[src/rtl/sprite_motion_ctrl_if.sv]
// Request/done handshake between the sprite controller and the fill engine.
interface sprite_motion_ctrl_if;
  logic erase_req;
  logic draw_req;
  logic erase_done;
  logic draw_done;

  modport master (output erase_req, output draw_req, input erase_done, input draw_done);
  modport slave  (input erase_req, input draw_req, output erase_done, output draw_done);
endinterface

[src/rtl/sprite_motion_ctrl.sv]
// Sprite position controller: erase -> move -> redraw through the fill engine,
// with a programmable wait between moves and wrap/clamp edge handling.
//
// state  | meaning
// RESET  | hold, track color_in, wait for load
// INDRAW | initial draw of the sprite
// IDLE   | wait for a non-cancelled direction request
// ERASE  | erase sprite at the old position
// MOVE   | one cycle, update x/y from the latched direction
// DRAW   | draw sprite at the new position
// WAIT   | pace moves, WAIT_CYCLES cycles
module sprite_motion_ctrl #(
  parameter int X_W         = 8,
  parameter int Y_W         = 7,
  parameter int X_MAX       = 156,
  parameter int Y_MAX       = 116,
  parameter int STEP        = 4,
  parameter int WAIT_CYCLES = 25_000_000,
  parameter int WRAP        = 1
) (
  input  logic                 clk,
  input  logic                 reset,
  input  logic                 load,
  input  logic                 up,
  input  logic                 down,
  input  logic                 left,
  input  logic                 right,
  input  logic [2:0]           color_in,
  sprite_motion_ctrl_if.master fill,
  output logic [X_W-1:0]       x,
  output logic [Y_W-1:0]       y,
  output logic [2:0]           color,
  output logic [3:0]           state,
  output logic                 busy
);

  localparam int               CNT_W    = $clog2(WAIT_CYCLES + 1);
  localparam logic [CNT_W-1:0] CNT_LAST = CNT_W'(WAIT_CYCLES - 1);
  localparam logic [X_W:0]     X_STEP   = (X_W + 1)'(STEP);
  localparam logic [X_W:0]     X_TOP    = (X_W + 1)'(X_MAX);
  localparam logic [Y_W:0]     Y_STEP   = (Y_W + 1)'(STEP);
  localparam logic [Y_W:0]     Y_TOP    = (Y_W + 1)'(Y_MAX);

  typedef enum logic [3:0] {
    S_RESET  = 4'd0,
    S_INDRAW = 4'd1,
    S_IDLE   = 4'd2,
    S_ERASE  = 4'd3,
    S_MOVE   = 4'd4,
    S_DRAW   = 4'd5,
    S_WAIT   = 4'd6
  } state_t;

  state_t           state_q, state_d;
  logic [X_W-1:0]   x_q, x_d, x_mv;
  logic [Y_W-1:0]   y_q, y_d, y_mv;
  logic [2:0]       color_q, color_d;
  logic [CNT_W-1:0] cnt_q, cnt_d;
  // Deltas are two's complement: 01 = +1, 11 = -1, 00 = none.
  logic [1:0]       dx_q, dx_d, dy_q, dy_d;
  logic [1:0]       dx_in, dy_in;
  logic [X_W:0]     x_ext, x_inc;
  logic [Y_W:0]     y_ext, y_inc;

  assign dx_in = {1'b0, right} - {1'b0, left};
  assign dy_in = {1'b0, down}  - {1'b0, up};

  // Candidate position for the next MOVE, computed one bit wider to catch overflow.
  always_comb begin
    x_ext = {1'b0, x_q};
    x_inc = x_ext + X_STEP;
    y_ext = {1'b0, y_q};
    y_inc = y_ext + Y_STEP;
    x_mv  = x_q;
    y_mv  = y_q;
    if (dx_q == 2'b01) begin
      if (x_inc > X_TOP) x_mv = (WRAP != 0) ? '0 : X_TOP[X_W-1:0];
      else               x_mv = x_inc[X_W-1:0];
    end else if (dx_q == 2'b11) begin
      if (x_ext < X_STEP) x_mv = (WRAP != 0) ? X_TOP[X_W-1:0] : '0;
      else                x_mv = x_q - X_STEP[X_W-1:0];
    end
    if (dy_q == 2'b01) begin
      if (y_inc > Y_TOP) y_mv = (WRAP != 0) ? '0 : Y_TOP[Y_W-1:0];
      else               y_mv = y_inc[Y_W-1:0];
    end else if (dy_q == 2'b11) begin
      if (y_ext < Y_STEP) y_mv = (WRAP != 0) ? Y_TOP[Y_W-1:0] : '0;
      else                y_mv = y_q - Y_STEP[Y_W-1:0];
    end
  end

  // Next-state and datapath updates for the sequencing FSM.
  always_comb begin
    state_d = state_q;
    x_d     = x_q;
    y_d     = y_q;
    color_d = color_q;
    cnt_d   = cnt_q;
    dx_d    = dx_q;
    dy_d    = dy_q;
    case (state_q)
      S_RESET: begin
        color_d = color_in;
        if (load) state_d = S_INDRAW;
      end
      S_INDRAW: if (fill.draw_done) state_d = S_IDLE;
      S_IDLE: begin
        if ((dx_in != 2'b00) || (dy_in != 2'b00)) begin
          dx_d    = dx_in;
          dy_d    = dy_in;
          state_d = S_ERASE;
        end
      end
      S_ERASE: if (fill.erase_done) state_d = S_MOVE;
      S_MOVE: begin
        x_d     = x_mv;
        y_d     = y_mv;
        state_d = S_DRAW;
      end
      S_DRAW: begin
        if (fill.draw_done) begin
          cnt_d   = '0;
          state_d = S_WAIT;
        end
      end
      S_WAIT: begin
        if (cnt_q == CNT_LAST) state_d = S_IDLE;
        else                   cnt_d   = cnt_q + CNT_W'(1);
      end
      default: state_d = S_RESET;
    endcase
  end

  // State and datapath registers, cleared asynchronously.
  always_ff @(posedge clk or posedge reset) begin
    if (reset) begin
      state_q <= S_RESET;
      x_q     <= '0;
      y_q     <= '0;
      color_q <= '0;
      cnt_q   <= '0;
      dx_q    <= '0;
      dy_q    <= '0;
    end else begin
      state_q <= state_d;
      x_q     <= x_d;
      y_q     <= y_d;
      color_q <= color_d;
      cnt_q   <= cnt_d;
      dx_q    <= dx_d;
      dy_q    <= dy_d;
    end
  end

  assign fill.erase_req = (state_q == S_ERASE);
  assign fill.draw_req  = (state_q == S_INDRAW) || (state_q == S_DRAW);
  assign busy           = (state_q != S_RESET) && (state_q != S_IDLE);
  assign state          = state_q;
  assign x              = x_q;
  assign y              = y_q;
  assign color          = color_q;

endmodule
[src/flat_wrapper.sv]
// flat-port wrapper written by rule: the top's interface ports become plain ports
module sprite_motion_ctrl_flat 
#(
  parameter int X_W         = 8,
  parameter int Y_W         = 7,
  parameter int X_MAX       = 156,
  parameter int Y_MAX       = 116,
  parameter int STEP        = 4,
  parameter int WAIT_CYCLES = 25_000_000,
  parameter int WRAP        = 1
)
  (clk, reset, load, up, down, left, right, color_in, x, y, color, state, busy, fill_erase_req, fill_draw_req, fill_erase_done, fill_draw_done);
  sprite_motion_ctrl_if fill_i ();
  input  logic clk;
  input  logic reset;
  input  logic load;
  input  logic up;
  input  logic down;
  input  logic left;
  input  logic right;
  input  logic [2:0] color_in;
  output logic [X_W-1:0] x;
  output logic [Y_W-1:0] y;
  output logic [2:0] color;
  output logic [3:0] state;
  output logic busy;
  output wire logic [$bits(fill_i.erase_req)-1:0] fill_erase_req;
  output wire logic [$bits(fill_i.draw_req)-1:0] fill_draw_req;
  input wire logic [$bits(fill_i.erase_done)-1:0] fill_erase_done;
  input wire logic [$bits(fill_i.draw_done)-1:0] fill_draw_done;
  assign fill_erase_req = fill_i.erase_req;
  assign fill_draw_req = fill_i.draw_req;
  assign fill_i.erase_done = fill_erase_done;
  assign fill_i.draw_done = fill_draw_done;
  sprite_motion_ctrl #(.X_W(X_W), .Y_W(Y_W), .X_MAX(X_MAX), .Y_MAX(Y_MAX), .STEP(STEP), .WAIT_CYCLES(WAIT_CYCLES), .WRAP(WRAP)) u_core (.clk(clk), .reset(reset), .load(load), .up(up), .down(down), .left(left), .right(right), .color_in(color_in), .fill(fill_i), .x(x), .y(y), .color(color), .state(state), .busy(busy));
endmodule
[config.mk]
export PLATFORM = sky130hd
export DESIGN_NAME = sprite_motion_ctrl_flat
export DESIGN_NICKNAME = d
export VERILOG_FILES = /design/src/rtl/sprite_motion_ctrl_if.sv /design/src/rtl/sprite_motion_ctrl.sv /design/src/flat_wrapper.sv
export SDC_FILE = /design/constraint.sdc
export NUM_CORES = 1
export LEC_CHECK = 0
export ABC_AREA = 1
export ABC_CLOCK_PERIOD_IN_PS = 3090
export CORE_AREA = 3 3 102 104
export DETAILED_ROUTE_END_ITERATION = 6
export DIE_AREA = 0 0 105 107
export GPL_TIMING_DRIVEN = 1
export PLACE_DENSITY = 0.55
export SKIP_LAST_GASP = 1
export SLEW_MARGIN = 20
export SYNTH_ARGS = -nofsm -noshare
export SYNTH_HDL_FRONTEND = slang
export SYNTH_SLANG_ARGS = --single-unit
[constraint.sdc]
create_clock -name clk -period 3.09 [get_ports clk]
set_clock_uncertainty 0.05 [all_clocks]
set_input_delay 0.927 -clock clk [delete_from_list [all_inputs] [get_ports clk]]
set_output_delay 0.927 -clock clk [all_outputs]
set_load 0.01 [all_outputs]
==> results of run 1 <==
## metrics by stage
stage / hold slack, ns / util (%) / instance area [um^2] / setup WS (ns)
2_1_floorplan: 0.414 / - / 3350 / 1.03
3_3_place_gp: 0.440 / 38.8 / 3740 / 0.621
3_5_place_dp: 0.447 / 38.8 / 3740 / 0.574
4_1_cts: 0.469 / 39.9 / 3850 / 0.438
5_1_grt: 0.482 / 39.9 / 3850 / 0.358
6_report: 0.462 / 39.9 / 3850 / 0.443
## metal layers
metal | routed length [um] | GRT usage, % | vias to the layer above
met4 | 72 | 3.94 | 0
met1 | 4060 | 19.8 | 1468
met3 | 265 | 2.59 | 7
li1 | - | - | 1655
met5 | 0 | 0 | -
met2 | 3730 | 24.8 | 42
## power groups by stage
stage,clock network [uW],registers [uW],logic [uW]
floorplan,0,1050,1000
global placement,0,1110,1430
detailed placement,0,1110,1450
CTS,482,1100,1450
global route,508,1150,1620
finish,466,1100,1440
## registers in the layout, summed over array words and instances (netlist names)
| signal | flops |
|---|---|
| u_core.cnt_q | 25 |
| u_core.state | 3 |
| u_core.y | 5 |
| u_core.color | 3 |
| u_core.dy_q | 2 |
| u_core.dx_q | 2 |
| u_core.x | 6 |
## logic make-up (layout without fill, tap and decap cells)
kind of cell | count (synthesis) | in the layout | share of synthesized area, %
XOR/XNOR | 14 | 14 | 3.68
flip-flops | 46 | 46 | 34.5
AND/OR/NAND/NOR | 326 | 326 | 41.4
buffers and inverters | 70 | 94 | 9.08
multiplexers | 5 | 5 | 1.69
adder cells (fa/ha/maj) | 9 | 9 | 3.38
other | 1 | 5 | 0.112
AO/OA/AOI/OAI | 37 | 37 | 6.19
## area by class of cell
type / instances / area share, %
Multi-Input combinational cell: 396 / 49.3
Timing Repair Buffer: 33 / 8.45
Tap cell: 133 / 4.32
Clock inverter: 2 / 0.975
Sequential cell: 46 / 29.9
Inverter: 53 / 5.17
Clock buffer: 6 / 1.89
## worst max-delay path by stage
| stage | from | end | slack, ns | depth (start not counted) |
|---|---|---|---|---|
| 5_1_grt | u_core.state[2] | busy | 0.36 | 3 |
| 3_5_place_dp | right | u_core.state[2] | 0.57 | 9 |
| 3_3_place_gp | right | u_core.state[2] | 0.62 | 9 |
| 2_1_floorplan | reset | u_core.cnt_q[0] | 1.03 | 1 |
| 4_1_cts | u_core.state[2] | busy | 0.44 | 3 |
| 6_report | u_core.state[2] | busy | 0.44 | 3 |
## cells in the final DEF, fill, tap and decap left out, drive strengths merged, types with 8 or more instances in the layout
cell type and count:
inv 53, nand4 10, a21oi 8, nor2 79, dfrtp 46, clkdlybuf4s50 31, ha 9, o21ai 20
nand2 166, xor2 11, nand3 61
==> impl_metrics.py, run 1 <==
metrics = {
    "status": {
        "outcome": "complete, no violations",
    },
    "timing": {
        "slew_headroom_pct": 56.5,
        "finalCritPeriodShare_pct": 85.7,
        "fin_crit_ns": 2.65,
        "setup-violations-final": 0,
        "drv_slew": 0,
        "fin_setup_tns_ns": 0,
        "hold_viol_final": 0,
        "tightest_slew_ns": 0.652,
        "timing.fmax_mhz": 378,
        "rsz0062_at_grt": "no",
    },
    "synthesis": {
        "synthFlopType": "dfrtp_1",
        "netlist_top_cells_area": "dfrtp_1, nand2_1, nand3_1",
        "synth_area_um2": 3340,
        "ys_seq_area_share_pct": 34.5,
        "syn_inst": 508,
        "yosys_warnings": 0,
        "yosysTopAreaCell": "dfrtp_1",
        "post-synth-top-count-cell": "nand2_1",
        "ys_types": 33,
        "syn_avg_cell_area_um2": 6.57,
        "ys_ff_latch": 46,
        "async_flop_share_pct": 100,
        "synthTopCellsByCount": "nand2_1, nor2_1, nand3_1, inv_1, dfrtp_1",
        "post-synth-top-area-fraction_pct": 34.5,
        "synth_edf_count": 0,
    },
    "power_and_ir_drop": {
        "powerDensity_nw_per_um2": 782,
        "seqPwrFrac_pct": 36.6,
        "p_sw_share_pct": 44.7,
        "p_total_uw": 3010,
        "combPwrFrac_pct": 47.9,
        "clockPowerShare_pct": 15.5,
        "p_int_uw": 1660,
        "power_switching_uw": 1340,
        "p_leak_uw": 0.00174,
        "vdd_drop_max_mv": 0.206,
    },
    "run": {
        "cap_violations": 0,
    },
    "die": {
        "die_h_um": 107,
        "initial_core_util_pct": 34.6,
        "io_pins": 37,
        "core_area_um2": 9640,
        "fp.dieArea_um2": 11200,
        "dieWidth_um": 105,
        "rows": 36,
    },
    "grt": {
        "grt_pass1_vias": 3006,
        "grt_antenna_before_repair": 0,
        "gr-total-overflow": 0,
        "grt_max_degree": 47,
        "grt_pass1_wl_mm": 13.9,
        "grt_usage_pct": 14.8,
    },
    "clock_tree": {
        "cts_sinks": 46,
        "htree_levels": 2,
        "cts_resized": 0,
        "holdBufCountCts": 0,
        "clock_latency_ns": 0.30,
        "cts_setup_buffers": 0,
        "cts_tree": "done",
        "cts_buffer_depth": 2,
        "path_clk_slew_ns": 0.09,
        "cts_buffers": 5,
        "cts_root_buffer": "clkbuf_8",
    },
    "drt": {
        "drcViolationCount": 0,
        "drt_iter0_markers": 141,
        "vias": 3172,
        "viasPerCell": 4.74,
        "wl_per_cell_um": 12.2,
        "routed_wl_mm": 8.13,
        "ant_nets": 0,
        "dr.pass1.iters": 4,
    },
    "final_layout": {
        "seq_area_um2": 1150,
        "fillers": 1053,
        "fin_nets": 556,
        "area_growth_pct": 15.4,
        "antenna_cells": 0,
        "finish.cell_count_without_fillers": 669,
        "multiInputGateArea_um2": 1900,
        "drive_gt1_share_pct": 4.85,
    },
    "setup_path": {
        "r2r_start": "u_core.cnt_q[0]",
        "worstPathRequired_ns": 2.11,
        "cp_top_family": "buffers and inverters",
        "path_buf_inv": 2,
        "crit_type": "register to output pin",
        "r2r_cells": 10,
        "worst-path-max-fanout": 11,
        "slowest_delay_ns": 0.53,
        "rrSetupSlack_ns": 0.91,
        "crit_chain": "inv_1 > nand2_1 > clkdlybuf4s50_1",
        "cp.arrival_ns": 1.67,
        "cp-start-kind": "register",
        "r2r-end": "u_core.cnt_q[6]",
        "cp_slowest_cell": "dfrtp_1",
        "end_kind": "output pin",
    },
    "placed_design": {
        "place_congestion": 0.862,
        "portBuffers": 31,
        "dp_hpwl_mm": 5.96,
        "dp_cells": 661,
    },
    "worst_hold_path": {
        "hold_end": "u_core.color[0]",
        "hold_depth": 1,
        "hold_class": "register to register",
        "min_from": "u_core.color[0]",
    },
}
No activity file was read; power rests on OpenSTA's default activity.
==> run 2, diff against run 1 <==
--- a/config.mk
+++ b/config.mk
@@ -7,11 +7,11 @@
 export LEC_CHECK = 0
 export ABC_AREA = 1
 export ABC_CLOCK_PERIOD_IN_PS = 3090
-export CORE_AREA = 3 3 102 104
+export CORE_AREA = 3 3 110 112
 export DETAILED_ROUTE_END_ITERATION = 6
-export DIE_AREA = 0 0 105 107
+export DIE_AREA = 0 0 113 115
 export GPL_TIMING_DRIVEN = 1
-export PLACE_DENSITY = 0.55
+export PLACE_DENSITY = 0.49
 export SKIP_LAST_GASP = 1
 export SLEW_MARGIN = 20
 export SYNTH_ARGS = -nofsm -noshare
==> run 2 against run 1 <==
Final cell count rose by 1.6%. Wire length rose by 6.7%. Setup slack improved by 0.050 ns. Clock power rose by 18%. Sequential power barely moved. Design area rose by 1.5%. Largest power group unchanged.
==> impl_metrics.py, run 2 (synthesized netlist as in run 1, its figures left out) <==
metrics = {
    "setup_path": {
        "slowest_delay_ns": 0.53,
        "path_buf_inv": 2,
        "end_kind": "output pin",
        "worst-path-max-fanout": 11,
        "cp-start-kind": "register",
        "crit_path_start": "u_core.state[2]",
        "r2r_start": "u_core.cnt_q[0]",
        "cp_slowest_cell": "clkdlybuf4s50_1",
        "cp_top_family": "buffers and inverters",
        "crit_type": "register to output pin",
        "cp.arrival_ns": 1.62,
        "crit_chain": "inv_1 > nand2_1 > clkdlybuf4s50_1",
        "worstPathRequired_ns": 2.11,
    },
    "power_and_ir_drop": {
        "vdd_drop_max_mv": 0.396,
        "p_leak_uw": 0.00176,
        "powerDensity_nw_per_um2": 797,
    },
    "placed_design": {
        "portBuffers": 31,
        "place_congestion": 0.879,
        "dp_hpwl_mm": 6.30,
    },
    "timing": {
        "timing.fmax_mhz": 385,
        "finalCritPeriodShare_pct": 84.1,
        "slew_headroom_pct": 53.6,
        "tightest_slew_ns": 0.696,
        "setup-violations-final": 0,
        "drv_slew": 0,
        "fin_setup_tns_ns": 0,
        "hold_slack_ns": 0.462,
        "hold_viol_final": 0,
        "fin_crit_ns": 2.60,
        "rsz0062_at_grt": "no",
    },
    "final_layout": {
        "fillers": 1220,
        "fin_nets": 557,
        "antenna_cells": 0,
        "drive_gt1_share_pct": 5.21,
        "largest_register": "u_core.cnt_q",
        "mostFrequentLayoutCells": "nand2_1, nor2_1, nand3_1",
        "seq_area_um2": 1150,
        "multiInputGateArea_um2": 1900,
        "largest_reg_flops": 25,
        "final_common_cell": "nand2_1",
        "area_growth_pct": 17.1,
    },
    "clock_tree": {
        "cts_buffers": 5,
        "cts_setup_buffers": 0,
        "path_clk_slew_ns": 0.07,
        "holdBufCountCts": 0,
        "htree_levels": 2,
        "cts_sinks": 46,
        "cts_root_buffer": "clkbuf_16",
        "cts_buffer_depth": 2,
        "clock_latency_ns": 0.29,
        "cts_resized": 0,
        "cts_tree": "done",
    },
    "die": {
        "rows": 39,
        "die_h_um": 115,
        "initial_core_util_pct": 29.5,
        "dieWidth_um": 113,
        "core_area_um2": 11300,
        "io_pins": 37,
        "fp.dieArea_um2": 13000,
    },
    "drt": {
        "wl_per_cell_um": 12.8,
        "dr.pass1.iters": 4,
        "drt_iter0_markers": 264,
        "ant_nets": 0,
        "vias": 3227,
        "routed_wl_mm": 8.68,
        "viasPerCell": 4.75,
        "drcViolationCount": 0,
    },
    "status": {
        "outcome": "complete, no violations",
    },
    "grt": {
        "grt_usage_pct": 13.9,
        "gr-total-overflow": 0,
        "grt_max_degree": 47,
        "grt_pass1_vias": 3176,
        "grt_antenna_before_repair": 0,
        "grt_pass1_wl_mm": 14.9,
    },
    "worst_hold_path": {
        "hold_class": "register to register",
        "min_from": "u_core.color[0]",
    },
    "run": {
        "cap_violations": 0,
    },
}
[run 2: path summary, 6_finish.rpt]
kind                                   end  slack [ns]  depth (start not counted)
max                                   busy        0.49                          3
min                        u_core.color[0]        0.46                          1
max reg2reg                u_core.cnt_q[6]        0.91                         10
min reg2reg                u_core.color[0]        0.46                          1
max in group asynchronous  u_core.cnt_q[8]        1.51                          3
min in group asynchronous      u_core.y[6]        1.06                          3
[run 2: final cells by class]
cell class                      instances  area share [%]
Clock inverter                          3           0.545
Inverter                               53            5.09
Clock buffer                            5            3.20
Timing Repair Buffer                   34            8.52
Sequential cell                        46            29.5
Tap cell                              143            4.58
Multi-Input combinational cell        396            48.6
[run 2: routing by layer]
| layer | share of wire [%] | global-route usage [%] | routed length [um] | vias to the layer above |
|---|---|---|---|---|
| met5 | 0 | 0 | 0 | - |
| met4 | 1.1 | 3.69 | 93 | 0 |
| met3 | 3.9 | 2.68 | 341 | 10 |
| met2 | 46 | 23.1 | 3990 | 64 |
| met1 | 49 | 18.6 | 4250 | 1496 |
| li1 | - | - | - | 1657 |
[run 2: where the power goes]
part	internal, uW	switching [uW]
sequential	800	309
clock	300	248
combinational	626	830
total	1730	1390
[run 2: worst register-to-register path, stage by stage, from the launching register on]
cell and delay (ns):
dfrtp_1 0.45, ha_1 0.31, nand3_2 0.17, inv_2 0.15, nand2_1 0.07, nor2_1 0.11
nand2_1 0.09, nand2_4 0.26, nand2_4 0.22, nand2_1 0.10, o21ai_0 0.07
[run 2: metrics by stage]
step / total power (uW) / util [%] / instance area, um^2 / worst slack [ns] / std cells
2_1_floorplan: 2050 / - / 3350 / 1.03 / 512
3_3_place_gp: 2570 / 33.2 / 3760 / 0.624 / 672
3_5_place_dp: 2580 / 33.2 / 3760 / 0.582 / 672
4_1_cts: 3150 / 34.5 / 3910 / 0.483 / 680
5_1_grt: 3410 / 34.5 / 3910 / 0.402 / 680
6_report: 3110 / 34.5 / 3910 / 0.492 / 680
==> RTL edit, RTL diff (config.mk and constraints of run 1) <==
`WAIT_CYCLES` is set to 25_000_000 in 2 places; all go to 100_000_000.
--- a/src/rtl/sprite_motion_ctrl.sv
+++ b/src/rtl/sprite_motion_ctrl.sv
@@ -15,7 +15,7 @@
   parameter int X_MAX       = 156,
   parameter int Y_MAX       = 116,
   parameter int STEP        = 4,
-  parameter int WAIT_CYCLES = 25_000_000,
+  parameter int WAIT_CYCLES = 100_000_000,
   parameter int WRAP        = 1
 ) (
   input  logic                 clk,
--- a/src/flat_wrapper.sv
+++ b/src/flat_wrapper.sv
@@ -6,7 +6,7 @@
   parameter int X_MAX       = 156,
   parameter int Y_MAX       = 116,
   parameter int STEP        = 4,
-  parameter int WAIT_CYCLES = 25_000_000,
+  parameter int WAIT_CYCLES = 100_000_000,
   parameter int WRAP        = 1
 )
   (clk, reset, load, up, down, left, right, color_in, x, y, color, state, busy, fill_erase_req, fill_draw_req, fill_erase_done, fill_draw_done);
Check against the original RTL: no difference found for any inputs over 10 cycles, from zero or initial values and one cycle with reset high; that may be too few to reach the edited logic, so the function may still have changed.
==> RTL edit against run 1 <==
  * Routed wire length grew 3.4%
  * Final area grew 5.6%
  * Power shrank 1.5%
  * Sequential cell count grew 2
  * Non-clock buffer count is the same
  * Clock power grew 5.6%
  * Setup slack gained 0.013 ns
  * Critical path depth is the same
  * Sequential share of layout area shrank 0.35 points
  * Maximum frequency grew 0.51%
  * Register-to-register slack lost 0.20 ns
  * Area after synthesis grew 5.9%
  * Largest power group unchanged
==> RTL edit: results (changes against run 1) <==
[finish]
largest_register_ffs = 27  ; +8.0%
clock_tree_area_fraction_pct = 2.986  ; +0.13 points
nets = 570  ; +2.5%
seq_share_pct = 29.56  ; -0.35 points
drive_above_1_share_pct = 9.091  ; +4.2 points
final_cell_count_no_fill = 683  ; +2.1%
inv_count = 64  ; +21%
regArea_um2 = 1201  ; +4.3%
multi_input_area_share_pct = 49.11  ; -0.18 points
fillers = 1049  ; -0.38%

[critical_path]
crit_fanout = 6  ; -5
reg2reg_slack_ns = 0.71  ; -0.20 ns
r2r_end = u_core.cnt_q[22]
cp_slowest_cell = clkdlybuf4s50_1
max_stage_delay_ns = 0.58  ; +0.05 ns

[grt]
grt.total_usage_pct = 15.66  ; +0.84 points
grt_max_degree = 49  ; +4.3%
grt_pass1_vias = 3157  ; +5.0%
grt_pass1_wl_um = 14650  ; +5.4%

[synthesis]
avgSynthCellArea_um2 = 6.780  ; +3.2%
synth_area_leaders = dfrtp_1 34%, nand2_1 16%, nor2_1 7.9%, nand3_1 7.8%, inv_1 6.7%
synth_commonest_cells = 155 x nand2_1, 74 x nor2_1, 63 x inv_1
seq_area_frac_synth_pct = 34.01  ; -0.50 points

[place]
placed_area_um2 = 3943  ; +5.5%
place_ws_ns = 0.5863  ; +0.01177 ns
gp_congestion = 0.8186  ; -5.0%
hpwlAfterDp_um = 6355  ; +6.6%

[worst_hold_path]
hold_path_end = u_core.dy_q[1]
min_from = u_core.dy_q[1]
min_path_cells = 2  ; +1

[cts]
cts_sinks = 48  ; +4.3%
clkTransAtPathRegs_ns = 0.10

[route]
viasPerCell = 4.782  ; +0.85%
wl_per_cell_um = 12.31  ; +1.3%

[timing]
whs_ns = 0.4526  ; -0.009854 ns
min_period_ns = 2.634  ; -0.01344 ns

[status]
status = completed

[power_and_ir_drop]
power.leakage_nw = 1.841  ; +5.8%
ir_drop_mv = 0.2928  ; +42%

-- RTL edit: changes by cell type in the layout (fill, tap and decap cells not counted), sizes merged, moves of 3 or more --
cell	delta
o21ai	+16
inv	+10
a22oi	-3
nor2	-3
a21oi	-6
nand4	+4
nand3	-4
a31oi	+4
nand2	-5
-- RTL edit: layer usage --
metal	vias up	GRT usage, %	wire length [µm]	part of all wire [%]
li1	1697	-	-	-
met2	43	28.46	4224	50
met3	7	2.348	253	3.0
met1	1519	19.62	3859	46
met5	-	0	0	0
met4	0	3.468	67	0.80
-- RTL edit: worst max-delay path by stage --
| stage | from | end | cells after the start |
|---|---|---|---|
| after floorplan | reset | u_core.cnt_q[0] | 1 |
| after global placement | down | u_core.state[1] | 9 |
| after detailed placement | down | u_core.state[1] | 9 |
| after CTS | u_core.state[0] | fill_erase_req | 3 |
| after global routing | u_core.state[0] | fill_erase_req | 3 |
| final | u_core.state[0] | fill_erase_req | 3 |
-- RTL edit: logic make-up (layout without fill, tap and decap cells) --
kind of cell | Yosys count | in the layout | synth area share, %
compound gates | 46 | 46 | 8.962
other cells | 1 | 5 | 0.1062
mux | 3 | 3 | 0.9564
flops | 48 | 48 | 34.01
xor+xnor | 16 | 16 | 3.968
simple gates | 318 | 318 | 38.89
buf+inv | 80 | 105 | 9.918
fa+ha+maj | 9 | 9 | 3.188
-- RTL edit: critical path, delay by kind of cell (launching register included) --
family                 cells  cell delay [ns]
buffers and inverters      2             0.70
and+or+nand+nor            1             0.19
DFF                        1             0.47
-- RTL edit: report_power, final --
group | internal (W) | total, W | switching, W | leakage [nW]
Clock | 0.000265 | 0.000492 | 0.000227 | 0.0614
Sequential | 0.000812 | 0.00107 | 0.000256 | 0.632
Combinational | 0.000608 | 0.00140 | 0.000796 | 1.15
Total | 0.00168 | 0.00296 | 0.00128 | 1.84
